## src/rtl/alu9_pkg.sv

```systemverilog
// ALU_9 shared opcodes, shift-amount width and shifter mode type.
package alu9_pkg;

  localparam int SHAMT_W = 5;

  localparam logic [3:0] OP_ADD = 4'd0;
  localparam logic [3:0] OP_SUB = 4'd1;
  localparam logic [3:0] OP_AND = 4'd2;
  localparam logic [3:0] OP_OR  = 4'd3;
  localparam logic [3:0] OP_XOR = 4'd4;
  localparam logic [3:0] OP_NOR = 4'd5;
  localparam logic [3:0] OP_SLL = 4'd6;
  localparam logic [3:0] OP_SRL = 4'd7;
  localparam logic [3:0] OP_SRA = 4'd8;

  typedef enum logic [1:0] {
    SH_SLL,
    SH_SRL,
    SH_SRA
  } sh_mode_t;

  function automatic sh_mode_t op_to_mode(
    input logic [3:0] op
  );
    sh_mode_t m;
    case (op)
      OP_SRL:  m = SH_SRL;
      OP_SRA:  m = SH_SRA;
      default: m = SH_SLL;
    endcase
    return m;
  endfunction

endpackage

```

## src/rtl/alu9_shifter.sv

```systemverilog
// ALU_9 combinational barrel shifter (SLL/SRL/SRA).
module alu9_shifter
  import alu9_pkg::*;
#(
  parameter int WIDTH = 32
) (
  input  logic [WIDTH-1:0]   A,
  input  logic [SHAMT_W-1:0] shamt,
  input  sh_mode_t           mode,
  output logic [WIDTH-1:0]   result
);

  always_comb begin
    result = '0;
    case (mode)
      SH_SLL:  result = A << shamt;
      SH_SRL:  result = A >> shamt;
      SH_SRA:  result = $unsigned($signed(A) >>> shamt);
      default: result = '0;
    endcase
  end

endmodule

```

## src/rtl/alu_9.sv

```systemverilog
// ALU_9: registered 9-op ALU, 1-cycle latency.
// Optional signed-overflow flag Ovf when ALU9_OVF_EN is defined.
module alu_9
  import alu9_pkg::*;
#(
  parameter int WIDTH = 32
) (
  input  logic             clk,
  input  logic             reset,
  input  logic [WIDTH-1:0] A,
  input  logic [WIDTH-1:0] B,
  input  logic [3:0]       Op,
  output logic [WIDTH-1:0] C,
  output logic             Zero
`ifdef ALU9_OVF_EN
  ,
  output logic             Ovf
`endif
);

  logic [WIDTH-1:0] sum;
  logic [WIDTH-1:0] diff;
  logic [WIDTH-1:0] sh_res;
  logic [WIDTH-1:0] c_nxt;
  sh_mode_t         sh_mode;

  assign sum     = A + B;
  assign diff    = A - B;
  assign sh_mode = op_to_mode(Op);

  alu9_shifter #(
    .WIDTH(WIDTH)
  ) u_shifter (
    .A      (A),
    .shamt  (B[SHAMT_W-1:0]),
    .mode   (sh_mode),
    .result (sh_res)
  );

  always_comb begin
    c_nxt = '0;
    case (Op)
      OP_ADD:  c_nxt = sum;
      OP_SUB:  c_nxt = diff;
      OP_AND:  c_nxt = A & B;
      OP_OR:   c_nxt = A | B;
      OP_XOR:  c_nxt = A ^ B;
      OP_NOR:  c_nxt = ~(A | B);
      OP_SLL,
      OP_SRL,
      OP_SRA:  c_nxt = sh_res;
      default: c_nxt = '0;
    endcase
  end

  always_ff @(posedge clk or posedge reset) begin
    if (reset) begin
      C    <= '0;
      Zero <= 1'b1;
    end else begin
      C    <= c_nxt;
      Zero <= (c_nxt == '0);
    end
  end

`ifdef ALU9_OVF_EN
  logic ovf_nxt;
  logic a_s;
  logic b_s;

  assign a_s = A[WIDTH-1];
  assign b_s = B[WIDTH-1];

  // Overflow: operands' effective signs agree but result sign differs.
  always_comb begin
    ovf_nxt = 1'b0;
    case (Op)
      OP_ADD:  ovf_nxt = (a_s == b_s) && (sum[WIDTH-1] != a_s);
      OP_SUB:  ovf_nxt = (a_s != b_s) && (diff[WIDTH-1] != a_s);
      default: ovf_nxt = 1'b0;
    endcase
  end

  always_ff @(posedge clk or posedge reset) begin
    if (reset) Ovf <= 1'b0;
    else       Ovf <= ovf_nxt;
  end
`endif

endmodule

```

## config.mk

```make
export PLATFORM = sky130hd
export DESIGN_NAME = alu_9
export DESIGN_NICKNAME = d
export VERILOG_FILES = /design/src/rtl/alu9_pkg.sv /design/src/rtl/alu9_shifter.sv /design/src/rtl/alu_9.sv
export SDC_FILE = /design/constraint.sdc
export NUM_CORES = 1
export LEC_CHECK = 0
export CAP_MARGIN = 20
export CORE_UTILIZATION = 50
export CTS_BUF_LIST = sky130_fd_sc_hd__clkbuf_8 sky130_fd_sc_hd__clkbuf_16
export DETAILED_ROUTE_END_ITERATION = 12
export MAX_ROUTING_LAYER = met4
export PLACE_DENSITY = 0.75
export SETUP_SLACK_MARGIN = 0.05
export SYNTH_ARGS = -nofsm -noshare
export SYNTH_HDL_FRONTEND = slang
export SYNTH_SLANG_ARGS = --single-unit
```

## constraint.sdc

```tcl
create_clock -name clk -period 1 [get_ports clk]
set_input_delay 0.25 -clock clk [delete_from_list [all_inputs] [get_ports clk]]
set_output_delay 0.25 -clock clk [all_outputs]
set_load 0.05 [all_outputs]
```

==> results of run 1 <==
## per-layer routing
metal	GRT usage, %	overflow
met5	-	-
met4	94.0	149
met3	72.7	34
met2	106	369
met1	88.1	21
## logic make-up after synthesis
group / Yosys count / share of synthesized area (%)
AO/OA/AOI/OAI: 411 / 28.8
AND/OR/NAND/NOR: 376 / 18.8
buffers and inverters: 183 / 7.62
multiplexers: 123 / 19.9
adder cells (fa/ha/maj): 98 / 12.6
XOR/XNOR: 44 / 3.93
flip-flops: 33 / 8.43
## through the flow
step | hold WS, ns | utilization, %
2_1_floorplan | 0.184 | -
3_3_place_gp | 0.615 | 79.2
3_5_place_dp | 0.643 | 79.2
4_1_cts | 0.339 | 89.4
## what timing repair did
item                                    CTS
hold endpoints to repair                  0
gates resized for setup                 392
endpoints found under the setup margin   66
pin swaps                               122
hold buffers                              0
setup buffers                            71
==> out/metrics.csv, run 1 <==
stage;metric;value;unit
synth;synth_top_area_share;12.8;%
synth;syn-cell-area;9820;sq um
place;io_buffers;102;
run_status;error;[ERROR GRT-0232] Routing congestion too high. Check the congestion heatmap in the GUI.;
sta;endpoint_type;register data pin;
clocking;clockBufferDepth;2;
clocking;htree_levels;2;
clocking;numCtsBuffers;5;
synth;synth_edf_count;0;
grt;overflow;573;
place;pre_cts_slack;-4.34;ns
synth;postSynth.asyncResetShare;100;%
sta;crit_endpoint;Zero$_DFF_PP1_/D;
floorplanning;fp-row-count;50;
synth;yosysMostFrequentCell;nand2_1;
run_status;haltStage;global routing (5_1_grt);
place;place_inst;2017;
place;hpwl;38800;um
floorplanning;io_pins;103;
place;gp_congestion;1.09;
grt;track_usage;90.7;%
synth;synth_seq_cells;33;
floorplanning;chipWidth;142;um
synth;synth_fp_nets;1436;
synth;syn_inst;1268;
floorplanning;die_h;142;um
synth;synth.distinct_cells;84;
grt;grt_max_degree;69;
synth;ys_seq_area_share;8.43;%
run_status;status;stopped before the end;
synth;synth_area_leader_cell;mux4_2;
clocking;cts_sinks;33;
floorplanning;start_util;51.8;%
synth;synthTopCellsByCount;121 x nand2_1, 97 x ha_1, 82 x a21oi_1;
synth;syn-mean-instance-area;7.74;sq um
synth;synth-main-ff-cell;dfrtp_1;
clocking;root_buffer;clkbuf_16;
synth;yosysWarnings;0;
synth;netlist_top_cells_area;mux4_2 13%, ha_1 12%, dfrtp_1 8.2%;
place;post_dp_cell_area;15000;sq um
==> run 2: changes to the inputs <==
==> config.mk (replaced) <==
export PLATFORM = sky130hd
export DESIGN_NAME = alu_9
export DESIGN_NICKNAME = d
export VERILOG_FILES = /design/src/rtl/alu9_pkg.sv /design/src/rtl/alu9_shifter.sv /design/src/rtl/alu_9.sv
export SDC_FILE = /design/constraint.sdc
export NUM_CORES = 1
export LEC_CHECK = 0
export CAP_MARGIN = 20
export CORE_UTILIZATION = 35
export DETAILED_ROUTE_END_ITERATION = 12
export PLACE_DENSITY_LB_ADDON = 0.15
export SYNTH_ARGS = -nofsm -noshare
export SYNTH_HDL_FRONTEND = slang
export SYNTH_SLANG_ARGS = --single-unit
==> constraint.sdc (replaced) <==
create_clock -name clk -period 1.3 [get_ports clk]
set_input_delay 0.325 -clock clk [delete_from_list [all_inputs] [get_ports clk]]
set_output_delay 0.325 -clock clk [all_outputs]
set_load 0.05 [all_outputs]
==> run 2 against run 1 <==
Net effect: the flow now finishes, with violations (setup timing); synthesized cell count did not move; synthesized area unchanged.
==> out/metrics.csv, run 2 <==
stage;metric;value;unit;change
sta;finalSetupViolations;33;;
sta;maxClockFrequency;213;MHz;
finish;final_common_cell;buf_4;;
finish;top_register;C;;
power;ir_worst_vdd;0.513;mV;
grt;track_usage;38.0;%;
floorplanning;die_area;28700;sq um;
route;dr.pass1.iters;5;;
power;powerDensity;626;nW/um^2;
clocking;cts_hold_buffers;0;;unchanged
clocking;numCtsBuffers;5;;unchanged
finish;syn_to_final_growth;82.9;%;
route;antenna_left;0;;
finish;layout_common_cells;495 x buf_4, 102 x nand2_1, 86 x ha_1, 86 x buf_6, 72 x inv_1;;
finish;final_layout_size_suffix_gt1_share;51.0;%;
finish;reg_top3;C (32), Zero (1);;
sta;whs;0.387;ns;
place;place_inst;2143;;+6.2%
synth;synth-main-ff-cell;dfrtp_1;;
synth;synth_edf_count;0;;unchanged
finish;seq_area;827;sq um;
grt;gr-usage-met1;48.2;%;
finish;fillerInstances;2300;;
floorplanning;fp-row-count;60;;+20%
synth;yosysWarnings;0;;unchanged
clocking;cts_sinks;33;;unchanged
grt;grt_max_degree;61;;
critical_path;crit_arrival;4.89;ns;
synth;synth.distinct_cells;84;;unchanged
synth;synth_area_leader_cell;mux4_2;;
synth;synth_fa_ha_area_share;12.6;%;unchanged
route;drc;0;;
synth;synth_seq_cells;33;;unchanged
sta;drv_slew;0;;
critical_path;cp_data_required_time;1.50;ns;
run;max_cap_viol_count;0;;
worst_hold_path;hp-class;in -> async;;
synth;synth_compound_area_share;28.8;%;unchanged
synth;ys_seq_area_share;8.43;%;unchanged
grt;grtUsageMet3;7.79;%;
synth;synth_fp_nets;1436;;unchanged
grt;grt_pass1_wl;81600;um;
floorplanning;start_util;36.0;%;-16 points
critical_path;worstSetupEndpointType;flip-flop;;
run_status;violations;setup timing;;
finish;fin_nets;2041;;
synth;syn-mean-instance-area;7.74;sq um;unchanged
floorplanning;io_pins;103;;unchanged
floorplanning;coreArea;27300;sq um;
sta;period_share;361;%;
synth;synth_top_family_by_area;compound AO/OA/AOI/OAI gates;;
synth;synth-xor-area-share;3.93;%;unchanged
power;p_leak;8.09;nW;
finish;diodes;0;;
sta;worst_slew_pin_slew;0.837;ns;
sta;slew_headroom;43.5;%;
route;vias_per_cell;6.01;;
place;hpwl;42900;um;+10%
synth;netlist_top_cells_area;mux4_2 13%, ha_1 12%, dfrtp_1 8.2%;;
synth;synth_top_area_share;12.8;%;unchanged
grt;grt_pass1_vias;13400;;
clocking;cts_tree;yes;;
grt;overflow;0;;
clocking;root_buffer;clkbuf_16;;
synth;muxShareOfSynthArea;19.9;%;unchanged
place;gp_congestion;1.02;;-6.3%
synth;syn-cell-area;9820;sq um;unchanged
synth;postSynth.asyncResetShare;100;%;unchanged
floorplanning;die_h;169;um;+19%
place;io_buffers;102;;unchanged
route;post_drt_wl_per_cell;24.8;um;
clocking;clk_pin_slew;0.06;ns;
floorplanning;chipWidth;169;um;+19%
sta;rsz0062_at_grt;true;;
finish;largest_reg_flops;32;;
synth;synthTopCellsByCount;121 x nand2_1, 97 x ha_1, 82 x a21oi_1;;
clocking;clockBufferDepth;2;;unchanged
grt;busiest_layer;met2;;
finish;multi_input_area;9790;sq um;
route;drtIter0Drc;1128;;
clocking;htree_levels;2;;unchanged
sta;fin_ws;-3.39;ns;
synth;synth_simple_gate_area_share;18.8;%;unchanged
critical_path;path_class;in -> reg;;
critical_path;startpoint_type;primary input;;
synth;syn_inst;1268;;unchanged
route;drt-total-wl;55700;um;
synth;yosysMostFrequentCell;nand2_1;;
route;vias;13500;;
finish;fin_cells;2246;;
run_status;status;finished, violations left;;
grt;antenna_found_initial;0;;
sta;min_period;4.69;ns;
critical_path;crit_fanout;6;;
grt;grtUsageMet2;62.9;%;
sta;hold_violations;0;;
## run 2: worst max-delay path, stage by stage
cell and delay [ns]:
buf_6 0.10, or3_4 0.38, or3_4 0.40, buf_4 0.14, buf_6 0.11, o31ai_4 0.26, xnor2_2 0.16, ha_4 0.26
a21oi_4 0.16, o21ai_2 0.08, or2_4 0.26, nor3_4 0.22, mux2i_1 0.21, o2111ai_1 0.15, or4_1 0.54, or4_1 0.42
or4_4 0.44, nor4b_4 0.25
## run 2: power by group
group | switching, W | internal (W)
clock | 0.000493 | 0.000705
sequential | 0.000120 | 0.00116
combinational | 0.00439 | 0.00436
total | 0.00501 | 0.00623
## run 2: cell type report
type                    count  share of cell area [%]
multi-input cells        1052                    54.5
repair buffers            699                    35.6
flip-flops and latches     33                    4.61
well taps                 372                    2.59
inverters                  82                    1.85
clock buffers               6                   0.718
clock inverters             2                  0.0558
## run 2: worst paths after layout
path                       start    end  cells past startpoint
max in group asynchronous  reset   Zero                      3
hold / removal             reset  C[31]                      3
setup / recovery           B[13]   Zero                     18
min in group clk           Op[3]   C[0]                      6
## run 2: what timing repair did
item	4_1_cts	5_1_grt
pin swaps	105	111
setup buffers	62	50
resized for setup	328	142
cloned	2	2
endpoints found under the setup margin	34	34
## run 2: cells by family after synthesis
group / Yosys count
AO/OA/AOI/OAI: 411
multiplexers: 123
flip-flops: 33
buffers and inverters: 183
AND/OR/NAND/NOR: 376
XOR/XNOR: 44
adder cells (fa/ha/maj): 98
## run 2: per-layer routing
layer,part of all wire [%],vias up
met5,0,-
met4,4.8,0
met3,8.0,137
met2,46,656
met1,41,6638
li1,-,6071
## run 2: per-stage QoR
step	setup slack, ns	TNS (ns)	power [W]	cell area [sq um]	util, %
6_report	-3.39	-61.90	0.0112	18000	65.9
5_1_grt	-3.58	-65.17	0.0117	18000	65.9
4_1_cts	-3.30	-59.86	0.0105	17000	62.4
3_5_place_dp	-4.06	-85.91	0.00847	15300	56.1
3_3_place_gp	-4.01	-85.85	0.00843	15300	56.1
2_1_floorplan	-3.56	-67.29	0.00474	10300	-
Power figures use the tool's default switching activity.
==> run 3: changes to the inputs <==
--- a/config.mk
+++ b/config.mk
@@ -7,6 +7,7 @@
 export LEC_CHECK = 0
 export CAP_MARGIN = 20
 export CORE_UTILIZATION = 35
+export CTS_CLUSTER_SIZE = 14
 export DETAILED_ROUTE_END_ITERATION = 12
 export PLACE_DENSITY_LB_ADDON = 0.15
 export SYNTH_ARGS = -nofsm -noshare
==> results of run 3 <==
Final layout, timing and power as in run 2 (identical DEF).
